`config.mk`:
```
export PLATFORM = sky130hd
export DESIGN_NAME = hazard_forward_unit
export DESIGN_NICKNAME = d
export VERILOG_FILES = /design/src/rtl/hazard_forward_unit.sv
export SDC_FILE = /design/constraint.sdc
export NUM_CORES = 1
export LEC_CHECK = 0
export CAP_MARGIN = 20
export CORE_ASPECT_RATIO = 0.75
export CORE_UTILIZATION = 25
export DETAILED_ROUTE_END_ITERATION = 10
export GPL_TIMING_DRIVEN = 1
export SYNTH_ARGS = -nofsm -noshare
export SYNTH_HDL_FRONTEND = slang
export SYNTH_SLANG_ARGS = --single-unit
```
`constraint.sdc`:
```
create_clock -name clk -period 4.4 [get_ports clk]
set_input_delay 0.44 -clock clk [delete_from_list [all_inputs] [get_ports clk]]
set_output_delay 0.44 -clock clk [all_outputs]
set_load 0.1 [all_outputs]
```
`src/rtl/hazard_forward_unit.sv`:
```
// Hazard/forwarding controller for a 5-stage MIPS pipe: EX operand mux selects plus IF/ID/EX stall/flush.
// Latency: outputs are combinational from the shadow stages and ID inputs; the shadow stages advance one per clock.
// Backpressure: mem_ready=0 freezes every shadow stage and the counter, and holds IF/ID through stall_f/stall_d.
// Optional HAZ_BRANCH_FWD_EN: ID-stage branch operand forwarding (forward_ad/bd) and branch stalls.
module hazard_forward_unit #(
  parameter int REG_AW = 5,
  parameter int CNT_W  = 16
) (
  input  logic              clk,
  input  logic              reset_n,
  input  logic              id_valid,
  input  logic [REG_AW-1:0] id_rs,
  input  logic [REG_AW-1:0] id_rt,
  input  logic              id_uses_rs,
  input  logic              id_uses_rt,
  input  logic [REG_AW-1:0] id_dst,
  input  logic              id_regwrite,
  input  logic              id_memtoreg,
  input  logic              flush_d,
  input  logic              mem_ready,
  output logic [1:0]        forward_ae,
  output logic [1:0]        forward_be,
  output logic              stall_f,
  output logic              stall_d,
  output logic              flush_e,
  output logic [CNT_W-1:0]  lu_stall_cnt
`ifdef HAZ_BRANCH_FWD_EN
  ,
  input  logic              id_branch,
  output logic              forward_ad,
  output logic              forward_bd
`endif
);

  // Register-field shadow of one pipeline stage; all-zero is a bubble.
  typedef struct packed {
    logic [REG_AW-1:0] rs;
    logic [REG_AW-1:0] rt;
    logic              uses_rs;
    logic              uses_rt;
    logic [REG_AW-1:0] dst;
    logic              regwrite;
    logic              memtoreg;
  } stage_t;

  stage_t ex_q, mem_q, wb_q;
  stage_t id_s;

  logic freeze;
  logic ex_load;
  logic lwstall;
  logic branchstall;
  logic hazstall;

  // Source-operand select: the youngest producer (MEM) beats the older one (WB); $0 never forwards.
  function automatic logic [1:0] fwd_sel(input logic uses, input logic [REG_AW-1:0] src,
                                         input stage_t m, input stage_t w);
    logic [1:0] sel;
    sel = 2'b00;
    if (uses && m.regwrite && (m.dst != '0) && (m.dst == src)) begin
      sel = 2'b10;
    end else if (uses && w.regwrite && (w.dst != '0) && (w.dst == src)) begin
      sel = 2'b01;
    end
    return sel;
  endfunction

  // Pack the ID-stage fields into the shadow-stage layout.
  always_comb begin
    id_s          = '0;
    id_s.rs       = id_rs;
    id_s.rt       = id_rt;
    id_s.uses_rs  = id_uses_rs;
    id_s.uses_rt  = id_uses_rt;
    id_s.dst      = id_dst;
    id_s.regwrite = id_regwrite;
    id_s.memtoreg = id_memtoreg;
  end

  assign freeze  = ~mem_ready;
  assign ex_load = ex_q.memtoreg & ex_q.regwrite & (ex_q.dst != '0);
  assign lwstall = id_valid & ex_load &
                   ((id_uses_rs & (id_rs == ex_q.dst)) | (id_uses_rt & (id_rt == ex_q.dst)));

`ifdef HAZ_BRANCH_FWD_EN
  // Early branch compare in ID: forward MEM ALU results, stall on anything not yet available.
  always_comb begin
    forward_ad  = (id_rs != '0) & mem_q.regwrite & (mem_q.dst == id_rs);
    forward_bd  = (id_rt != '0) & mem_q.regwrite & (mem_q.dst == id_rt);
    branchstall = id_branch &
                  ((ex_q.regwrite & (ex_q.dst != '0) &
                    ((ex_q.dst == id_rs) | (ex_q.dst == id_rt))) |
                   (mem_q.memtoreg & (mem_q.dst != '0) &
                    ((mem_q.dst == id_rs) | (mem_q.dst == id_rt))));
  end
`else
  assign branchstall = 1'b0;
`endif

  assign hazstall = lwstall | branchstall;

  // Operand selects follow the held state, so they stay valid through a freeze.
  assign forward_ae = fwd_sel(ex_q.uses_rs, ex_q.rs, mem_q, wb_q);
  assign forward_be = fwd_sel(ex_q.uses_rt, ex_q.rt, mem_q, wb_q);

  // Pipeline control, priority freeze > flush_d > hazard stall; quiet while reset is asserted.
  always_comb begin
    stall_f = 1'b0;
    stall_d = 1'b0;
    flush_e = 1'b0;
    if (reset_n) begin
      if (freeze) begin
        stall_f = 1'b1;
        stall_d = 1'b1;
      end else if (flush_d) begin
        flush_e = 1'b1;
      end else if (hazstall) begin
        stall_f = 1'b1;
        stall_d = 1'b1;
        flush_e = 1'b1;
      end
    end
  end

  // Advance the shadow stages and count load-use stall cycles (saturating).
  always_ff @(posedge clk or negedge reset_n) begin
    if (!reset_n) begin
      ex_q         <= '0;
      mem_q        <= '0;
      wb_q         <= '0;
      lu_stall_cnt <= '0;
    end else if (!freeze) begin
      wb_q  <= mem_q;
      mem_q <= ex_q;
      if (flush_d || hazstall || !id_valid) begin
        ex_q <= '0;
      end else begin
        ex_q <= id_s;
      end
      if (!flush_d && lwstall && (lu_stall_cnt != {CNT_W{1'b1}})) begin
        lu_stall_cnt <= lu_stall_cnt + {{(CNT_W-1){1'b0}}, 1'b1};
      end
    end
  end

endmodule

```
* Word level (Yosys, flattened, before mapping)
Index checks and enable logic that the tools add are counted.
Word-level totals: register bits 47, word-level logic and storage cells 61
Operators by class: mux-type cells 12, bitwise logic cells 7, reduce and logical (&&, ||, !) cells 22, add/sub/neg operators 1, eq/ne operators 7
Operators with widths (number):
- == test 5 bit | 6
- two-way mux 19 bit | 1
- adder 16 x 1 -> 16 bit, second input constant | 1
- inequality test 16 bit, second input constant | 1
- nonzero test 5 bit | 3
- logical AND 1 bit | 14
- two-way mux 1 bit | 9
- bitwise AND 1 bit | 6
- two-way mux 2 bit | 2
- zero test 1 bit | 2
- logical OR 1 bit | 2
- AND reduction 2 bit | 1
- OR 1 bit | 1

* Longest topological paths before layout
Gate-level depths: netlist of the first run.
depth in word-level cells 8, depth in mapped cells 9

* Worst setup path before layout of the first run
OpenSTA, ideal clock, no wires.
path kind register to output, start point reg mem_q[3] (netlist bit), end point out forward_ae[0], cell stages (with the launch flop) 5, path buffers 0, arrival 4.252 ns, slack -0.292 ns, cell sequence dfrtp_1 xnor2_1 nand4_1 nor3_1 nor3_1
Between the ends: word-level cells in the longest chain between the ends 4, elaborated cells between the ends (all ways) 5
Ends and longest elaborated chain:
- start, declared | line 46 | stage_t ex_q, mem_q, wb_q;
- start signal, assigned | line 134 | mem_q <= ex_q;
- nonzero test 5 bit | line 60 | if (uses && m.regwrite && (m.dst != '0) && (m.dst == src)) begin
- logical AND 1 bit | line 60
- logical AND 1 bit * | line 60
- two-way mux 2 bit * | line 60
- end, declared | line 21 | output logic [1:0] forward_ae,
Every way passes the cells marked *; elsewhere a longest branch is shown, timed or not.

* Worst setup path after layout of the first run
start point reg mem_q[2] (netlist bit), end point out forward_be[1]
Between the ends: word-level cells in the longest chain between the ends 4, elaborated cells between the ends (all ways) 5
Ends and longest elaborated chain:
- nonzero test 5 bit | line 60
- logical AND 1 bit | line 60
- logical AND 1 bit * | line 60
- two-way mux 2 bit * | line 60
- end, declared | line 22 | output logic [1:0] forward_be,
Marks and branches as above.

==> results of run 1 <==
[layout by cell type, fill, tap and decap left out]
master            n
xnor2_1          16
nand4_1          10
clkbuf_16         5
nor3_2            8
xor2_1           29
or4_1             2
o21ai_0           3
nor2b_1           1
clkbuf_1          1
and3_1            2
and2_1            2
nor4_1            4
dfrtp_1          47
nor4_4            1
ha_1              1
buf_4             7
nor3_1            4
nor4_2            3
or2_2             1
nand3_1           6
a22o_2            1
nor3_4            1
a22o_1           18
nor2_1            8
nand2_1          10
o211a_1           1
a32oi_1           1
clkinv_1          1
or2_1             1
bufinv_16         2
mux2_2           13
buf_2             1
or4_2             1
clkdlybuf4s50_1  40
[through the flow]
step	total power, mW	setup WS (ns)	hold WS, ns	area [µm²]
floorplan	0.558	0.312	0.144	2420
global placement	0.614	1.29	0.323	2980
detailed placement	0.615	1.26	0.322	2980
CTS	1.09	1.23	0.0211	3170
global route	1.13	1.14	0.0212	3170
finish	1.08	1.24	0.0195	3170
[cells in the mapped netlist (all sizes together) (2+ instances only)]
master	n	share of area [%]
and3	2	0.52
buf	5	2.1
xnor2	16	5.8
nor4	8	3.5
clkbuf	3	0.47
a22o	19	6.9
mux2	13	6.1
and2	2	0.52
xor2	29	11
dfrtp	47	49
o21ai	3	0.62
nand2	10	1.6
nand4	10	2.6
or2	2	0.52
nand3	6	1.2
or4	3	0.98
nor2	8	1.2
nor3	13	4.4
[final timing paths]
kind,slack (ns),end,from
hold reg to reg,0.50,lu_stall_cnt[13]$_DFFE_PN0P_,lu_stall_cnt[13]$_DFFE_PN0P_
setup reg to reg,2.14,ex_q[13]$_DFFE_PN0P_,ex_q[5]$_DFFE_PN0P_
max in group asynchronous,3.63,ex_q[10]$_DFFE_PN0P_,reset_n
hold / removal,0.02,lu_stall_cnt[9]$_DFFE_PN0P_,reset_n
setup / recovery,1.24,forward_be[1],mem_q[2]$_DFFE_PN0P_
min in group clk,0.50,lu_stall_cnt[13]$_DFFE_PN0P_,lu_stall_cnt[13]$_DFFE_PN0P_
[cell type report]
| class | count | area [µm²] |
|---|---|---|
| timing repair buffer | 48 | 458 |
| inverter | 1 | 3.75 |
| tap | 128 | 160 |
| clock inverter | 2 | 60.1 |
| fill | 910 | 6030 |
| sequential | 47 | 1180 |
| multi-input combinational | 148 | 1180 |
| clock buffer | 6 | 129 |
[state kept, by name, summed over array words and instances (netlist names)]
signal	flops
lu_stall_cnt	16
wb_q	6
ex_q	19
mem_q	6
[worst register-to-register path: stages, from the launching register on]
cell and delay [ns]:
dfrtp_1 0.44, xor2_1 0.29, nor4_2 0.08, a32oi_1 0.29
nor2_1 0.18, nor3_4 0.67, a22o_1 0.24
[power groups by stage]
stage / clock network (mW) / registers [mW] / logic (mW)
after floorplan: 0 / 0.478 / 0.0805
after global placement: 0 / 0.485 / 0.128
after detailed placement: 0 / 0.486 / 0.129
after CTS: 0.487 / 0.478 / 0.129
after global routing: 0.505 / 0.481 / 0.139
final: 0.477 / 0.478 / 0.128
[layer usage]
| layer | wire length (µm) | track usage (%) | vias to the layer above |
|---|---|---|---|
| met3 | 192 | 2.37 | 11 |
| met5 | 0 | 0 | - |
| met2 | 2340 | 16.3 | 39 |
| met1 | 2920 | 18.2 | 837 |
| met4 | 114 | 4.72 | 0 |
| li1 | - | - | 831 |
[kinds of logic (layout without fill, tap and decap cells)]
kind of cell	Yosys count	in the layout	share of synthesized area [%]
buffers and inverters	9	57	2.75
flip-flops	47	47	48.7
AO/OA/AOI/OAI	24	24	8.34
adder cells (fa/ha/maj)	1	1	0.518
XOR/XNOR	45	45	16.3
multiplexers	13	13	6.06
AND/OR/NAND/NOR	65	65	17.3
==> impl_metrics.yaml, run 1 <==
detailed_routing:
  vias_per_cell: 4.52
  drt_iter0_markers: 68
  wl_per_cell_um: 14.6
  drcViolationCount: 0
  wl_mm: 5.56
  drtAntennaViolNets: 0
  firstDrtPassIters: 4
  vias: 1718
sta:
  slew_headroom_pct: 33.9
  setup_viol: 0
  fin_crit_ns: 3.16
  final_max_slew_viol_count: 0
  worstMarginPinSlew_ns: 0.989
  period_share_pct: 71.7
  max_freq_mhz: 317
  hold_viol: 0
  tns_ns: 0
  finClkSkew_ns: 0.00716
  grt_setup_unrepaired: "false"
synthesis:
  synth_top_flop_cell: "dfrtp_1"
  syn_area_um2: 2410
  ys_async_sr_fraction_pct: 100
  yosysUniqueCellTypes: 33
  synth.avg_cell_area_um2: 11.8
  ys_seq_area_share_pct: 48.7
  syn-num-nets: 229
  synth-edff-count: 0
  ys_ff_latch: 47
  yosysWarningCount: 0
  syn_inst: 204
cts:
  holdBufCountCts: 0
  clk_pin_slew_ns: 0.06
  clock_path_buffers: 2
  cts_buffers: 5
  cts_max_level: 2
  cts_sinks: 47
  cts-resized-gates: 0
  root_buffer: "clkbuf_16"
  cts_setup_buffers: 0
  cts_tree: "built"
  clk_latency_ns: 0.29
final_layout:
  final_cells: 380
  fin_util_pct: 34.5
  drive_gt1_share_pct: 17.5
  syn2layout_area_growth_pct: 31.2
  finalNetCount: 276
  diodes: 0
power:
  switching_share_pct: 22.4
  power.density_nw_per_um2: 342
  p_sw_uw: 242
  ir_drop_uv: 160
  p_int_uw: 840
  clkPwrFrac_pct: 44.1
  pwr-share-comb_pct: 11.8
  seq_power_share_pct: 44.2
  leakagePower_nw: 1.41
setup_path:
  crit_arrival_ns: 2.72
  worstSetupPathDepth: 4
  rr_worst_depth: 6
  path_cells: "or4_1, o21ai_0, nor3_2, clkdlybuf4s50_1"
  critPathMaxFanout: 5
  crit_path_start_kind: "flop"
  crit_path_top_delay_cell: "clkdlybuf4s50_1"
  worst-path-buf-inv: 1
  cp-end-kind: "output port"
  critPathTopFamily: "buffers and inverters"
  max_stage_delay_ns: 0.99
  critical_path_class: "flop to output port"
  crit_required_ns: 3.96
grt:
  grt_pass1_vias: 1688
  grt_max_degree: 40
  track_usage_pct: 12.0
  antenna_found_initial: 0
  grt_pass1_wl_mm: 9.05
  grt.overflow.total: 0
floorplan:
  floorplan.initialDensity_pct: 26.3
  die_area_um2: 10100
  core_area_um2: 9200
  ioPinCount: 47
  dieWidth_um: 115
  rows: 30
  die_y_um: 87.1
run:
  max-cap-violations: 0
placement:
  post-dp-hpwl_mm: 4.28
  gp_congestion: 0.857
  dp.cells: 372
  port_buffers: 46
min_path:
  hp-class: "input port to asynchronous set/reset pin"
outcome:
  outcome: "finished, final reports clean"
(Power assumes the default switching activity.)
==> run 2: changes to the inputs <==
Clock period 4.4 ns to 3.2 ns, I/O delays scaled along.
==> impl_metrics.yaml, run 2 (synthesis gave the netlist of run 1 again) <==
setup_path:
  cp-end-kind: "output port"
  path_cells: "clkdlybuf4s50_1, xor2_1, nor4_2, a32oi_1, or2_1, o21ai_0, and2_1, buf_12"
  critical_path_class: "input port to output port"
  critPathTopFamily: "simple AND/OR/NAND/NOR gates"
  worst-path-buf-inv: 2
  worstSetupPathDepth: 8
  crit_path_top_delay_cell: "clkdlybuf4s50_1"
  rr_worst_depth: 7
  crit_required_ns: 2.88
  max_stage_delay_ns: 0.45
  crit_path_start_kind: "input port"
  crit_arrival_ns: 2.21
  critPathMaxFanout: 2
power:
  switching_share_pct: 23.4
  pwr-share-comb_pct: 13.0
  leakagePower_nw: 1.42
  p_sw_uw: 330
  ir_drop_uv: 196
  seq_power_share_pct: 46.6
  clkPwrFrac_pct: 40.3
  power.density_nw_per_um2: 440
  p_int_mw: 1.08
grt:
  grt_pass1_wl_mm: 9.07
  grt_pass1_vias: 1691
  antenna_found_initial: 0
  grt_max_degree: 35
  grt.overflow.total: 0
  track_usage_pct: 11.7
floorplan:
  ioPinCount: 47
  rows: 30
  core_area_um2: 9200
  dieWidth_um: 115
  die_area_um2: 10100
  floorplan.initialDensity_pct: 26.3
  die_y_um: 87.1
detailed_routing:
  wl_met2_mm: 2.48
  met1_length_mm: 2.95
  drtAntennaViolNets: 0
  wl_mm: 5.63
  routed-wl-met3_um: 177
  vias: 1733
  dr.max_layer_used: "met4"
  vias_per_cell: 4.54
  wl_per_cell_um: 14.7
  firstDrtPassIters: 4
  drcViolationCount: 0
  drt_iter0_markers: 83
final_layout:
  final_cell_mix: "dfrtp_1 (47), clkdlybuf4s50_1 (38), xor2_1 (29), a22o_1 (18), xnor2_1 (16)"
  seqCellArea_um2: 1180
  syn2layout_area_growth_pct: 32.4
  final_area_um2: 3200
  diodes: 0
  final_common_cell: "dfrtp_1"
  regMostFlops: "ex_q"
  finalNetCount: 279
  reg_top3: "ex_q (19), lu_stall_cnt (16)"
  largest_register_ffs: 19
  fillerInstances: 907
  fin_util_pct: 34.8
  drive_gt1_share_pct: 18.5
  multi_input_area_um2: 1180
sta:
  grt_setup_unrepaired: "false"
  final_max_slew_viol_count: 0
  slew_headroom_pct: 34.3
  fin_crit_ns: 2.53
  finClkSkew_ns: 0.00365
  period_share_pct: 79.1
  setup_viol: 0
  hold_viol: 0
  hold_ws_ns: 0.502
  worst_slack_ns: 0.668
  max_freq_mhz: 395
  worstMarginPinSlew_ns: 0.982
cts:
  clk_pin_slew_ns: 0.06
  cts_sinks: 47
  clk_latency_ns: 0.28
  cts_max_level: 2
  cts-resized-gates: 0
  cts_tree: "built"
  root_buffer: "clkbuf_16"
  holdBufCountCts: 1
  cts_buffers: 5
  cts_setup_buffers: 0
  clock_path_buffers: 2
placement:
  port_buffers: 46
  place_ws_ns: 0.668
  gp_congestion: 0.764
  dpl-instance-area_um2: 3030
  post-dp-hpwl_mm: 4.29
min_path:
  hp-class: "input port to asynchronous set/reset pin"
outcome:
  outcome: "finished, final reports clean"
run:
  max-cap-violations: 0
## run 2: worst reg2reg max path, cell delays in order, from the launching register on
cell and delay (ns):
dfrtp_1 0.44, xor2_1 0.20, nor4_2 0.26, a32oi_1 0.15, or2_1 0.26, buf_4 0.21
nor4_4 0.31, xor2_1 0.19
## run 2: final cells by class
class                      instances  share of cell area (%)
multi-input combinational        148                    37.0
inverter                           1                   0.117
timing repair buffer              51                    16.1
sequential                        47                    36.8
tap                              128                    5.01
clock inverter                     1                   0.939
clock buffer                       6                    4.03
## run 2: per-layer routing
layer  GRT usage (%)  up-vias
met4            2.13        0
met2            17.3       23
met5               0        -
met3            2.71        2
met1            17.5      871
li1                -      837
## run 2: per-stage QoR
step,total power [mW],setup TNS (ns),instances
after floorplan,0.767,-1.45,204
after global placement,0.850,0,374
after detailed placement,0.852,0,374
after CTS,1.42,0,382
after global routing,1.46,0,382
final,1.41,0,382
## run 2: worst paths after layout
| kind | start | endpoint | slack [ns] |
|---|---|---|---|
| worst max-delay path | id_rt[4] | stall_f | 0.67 |
| worst min register to register | wb_q[1]$_DFFE_PN0P_ | wb_q[1]$_DFFE_PN0P_ | 0.50 |
| worst min-delay path | reset_n | lu_stall_cnt[14]$_DFFE_PN0P_ | 0.50 |
| max in group asynchronous | reset_n | ex_q[17]$_DFFE_PN0P_ | 1.95 |
| min in group clk | wb_q[1]$_DFFE_PN0P_ | wb_q[1]$_DFFE_PN0P_ | 0.50 |
| worst max register to register | ex_q[6]$_DFFE_PN0P_ | lu_stall_cnt[14]$_DFFE_PN0P_ | 1.10 |
## run 2: power groups by stage
stage / logic (mW) / registers [mW] / clock network, mW
after detailed placement: 0.184 / 0.668 / 0
final: 0.184 / 0.656 / 0.568
after floorplan: 0.111 / 0.657 / 0
after global placement: 0.183 / 0.667 / 0
after global routing: 0.199 / 0.661 / 0.605
after CTS: 0.185 / 0.657 / 0.580
==> run 3: changes to the inputs <==
Clock period 3.2 ns to 2.35 ns, I/O delays scaled along.
==> impl_metrics.yaml, run 3 (synthesis gave the netlist of run 1 again) <==
grt:
  antenna_found_initial: 0
  grt_pass1_vias: 1718
  grt_max_degree: 40
  track_usage_pct: 13.1
  grt_pass1_wl_mm: 9.95
  grt.overflow.total: 0
setup_path:
  crit_arrival_ns: 2.16
  crit_path_start_kind: "flop"
  rr_worst_depth: 8
  critical_path_class: "flop to output port"
  critPathMaxFanout: 4
  crit_required_ns: 2.12
  cp-end-kind: "output port"
sta:
  slew_headroom_pct: 49.9
  fin_crit_ns: 2.39
  finClkSkew_ns: 0.00328
  final_max_slew_viol_count: 0
  hold_viol: 0
  tns_ns: -0.0819
  period_share_pct: 102
  worst_slack_ns: -0.0412
  max_freq_mhz: 418
  grt_setup_unrepaired: "true"
  worstMarginPinSlew_ns: 0.749
  setup_viol: 2
final_layout:
  syn2layout_area_growth_pct: 40.3
  drive_gt1_share_pct: 36.2
  reg_top3: "ex_q (19), lu_stall_cnt (16)"
  diodes: 0
  finalNetCount: 290
  final_common_cell: "dfrtp_1"
  final_cell_mix: "dfrtp_1 (33), xor2_1 (29), buf_4 (29), clkdlybuf4s50_1 (22), a22o_1 (18)"
  largest_register_ffs: 19
  final_area_um2: 3390
  regMostFlops: "ex_q"
detailed_routing:
  drcViolationCount: 0
  vias: 1842
  wl_per_cell_um: 15.6
  wl_mm: 6.12
  firstDrtPassIters: 4
  drtAntennaViolNets: 0
  drt_iter0_markers: 84
  vias_per_cell: 4.69
floorplan:
  core_area_um2: 9200
  die_area_um2: 10100
  floorplan.initialDensity_pct: 26.3
  dieWidth_um: 115
  rows: 30
  ioPinCount: 47
  die_y_um: 87.1
cts:
  root_buffer: "clkbuf_16"
  clk_latency_ns: 0.28
  clock_path_buffers: 2
  cts_buffers: 5
  clk_pin_slew_ns: 0.06
  cts_sinks: 47
  cts_tree: "built"
  cts_max_level: 2
run:
  max-cap-violations: 0
outcome:
  outcome: "finished, violations left"
  violations: "setup timing"
min_path:
  hp-class: "input port to asynchronous set/reset pin"
placement:
  port_buffers: 46
  dpl-instance-area_um2: 3110
  gp_congestion: 0.769
  place_ws_ns: -0.125
  post-dp-hpwl_mm: 4.55
power:
  ir_drop_uv: 245
  power.density_nw_per_um2: 581
  finalPower_mw: 1.97
  leakagePower_nw: 1.54
-- run 3: changes by cell type in the layout (fill, tap and decap cells not counted), sizes merged --
cell / delta
buf: +27
clkdlybuf4s50: -16
-- run 3: stage by stage --
| stage | instances | util (%) | hold WS (ns) |
|---|---|---|---|
| after floorplan | 204 | - | -0.0606 |
| after global placement | 377 | 33.9 | 0.135 |
| after detailed placement | 377 | 33.9 | 0.127 |
| after CTS | 389 | 36.1 | 0.138 |
| after global routing | 393 | 36.8 | 0.161 |
| final | 393 | 36.8 | 0.116 |
-- run 3: timing repair --
action,4_1_cts,5_1_grt
endpoints found under the hold margin,8,0
pin swaps,3,4
gates resized for setup,5,8
cloned,0,0
buffers inserted,4,4
setup endpoints to repair,3,5
hold buffers,1,0
-- run 3: final cells by class --
cell class	count	area, µm²
inverters	1	3.75
flip-flops and latches	47	1190
repair buffers	62	616
fillers	913	5810
clock inverters	1	30.0
well taps	128	160
multi-input cells	148	1260
clock buffers	6	129
-- run 3: final timing paths --
check | from | slack, ns | end
min in group clk | lu_stall_cnt[6]$_DFFE_PN0P_ | 0.49 | lu_stall_cnt[6]$_DFFE_PN0P_
hold reg to reg | lu_stall_cnt[6]$_DFFE_PN0P_ | 0.49 | lu_stall_cnt[6]$_DFFE_PN0P_
max in group asynchronous | reset_n | 1.51 | ex_q[6]$_DFFE_PN0P_
hold / removal | reset_n | 0.12 | mem_q[1]$_DFFE_PN0P_
setup reg to reg | ex_q[5]$_DFFE_PN0P_ | 0.15 | lu_stall_cnt[12]$_DFFE_PN0P_
setup / recovery | ex_q[5]$_DFFE_PN0P_ | -0.04 | stall_d
-- run 3: report_power, final --
| group | internal, mW | switching (mW) |
|---|---|---|
| clock | 0.497 | 0.290 |
| sequential | 0.846 | 0.0520 |
| combinational | 0.142 | 0.141 |
| total | 1.48 | 0.484 |
-- run 3: per-layer routing --
layer	GRT usage (%)	wire [µm]
met3	2.37	180
met5	0	0
met1	19.2	3080
met2	19.5	2810
met4	3.90	58
-- run 3: worst max-delay path, stage by stage (launching register included) --
cell and delay (ns):
dfrtp_2 0.44, xor2_1 0.18, nor4_2 0.32, a32oi_2 0.17, or2_4 0.27, o21ai_2 0.13, and2_4 0.19, buf_12 0.17
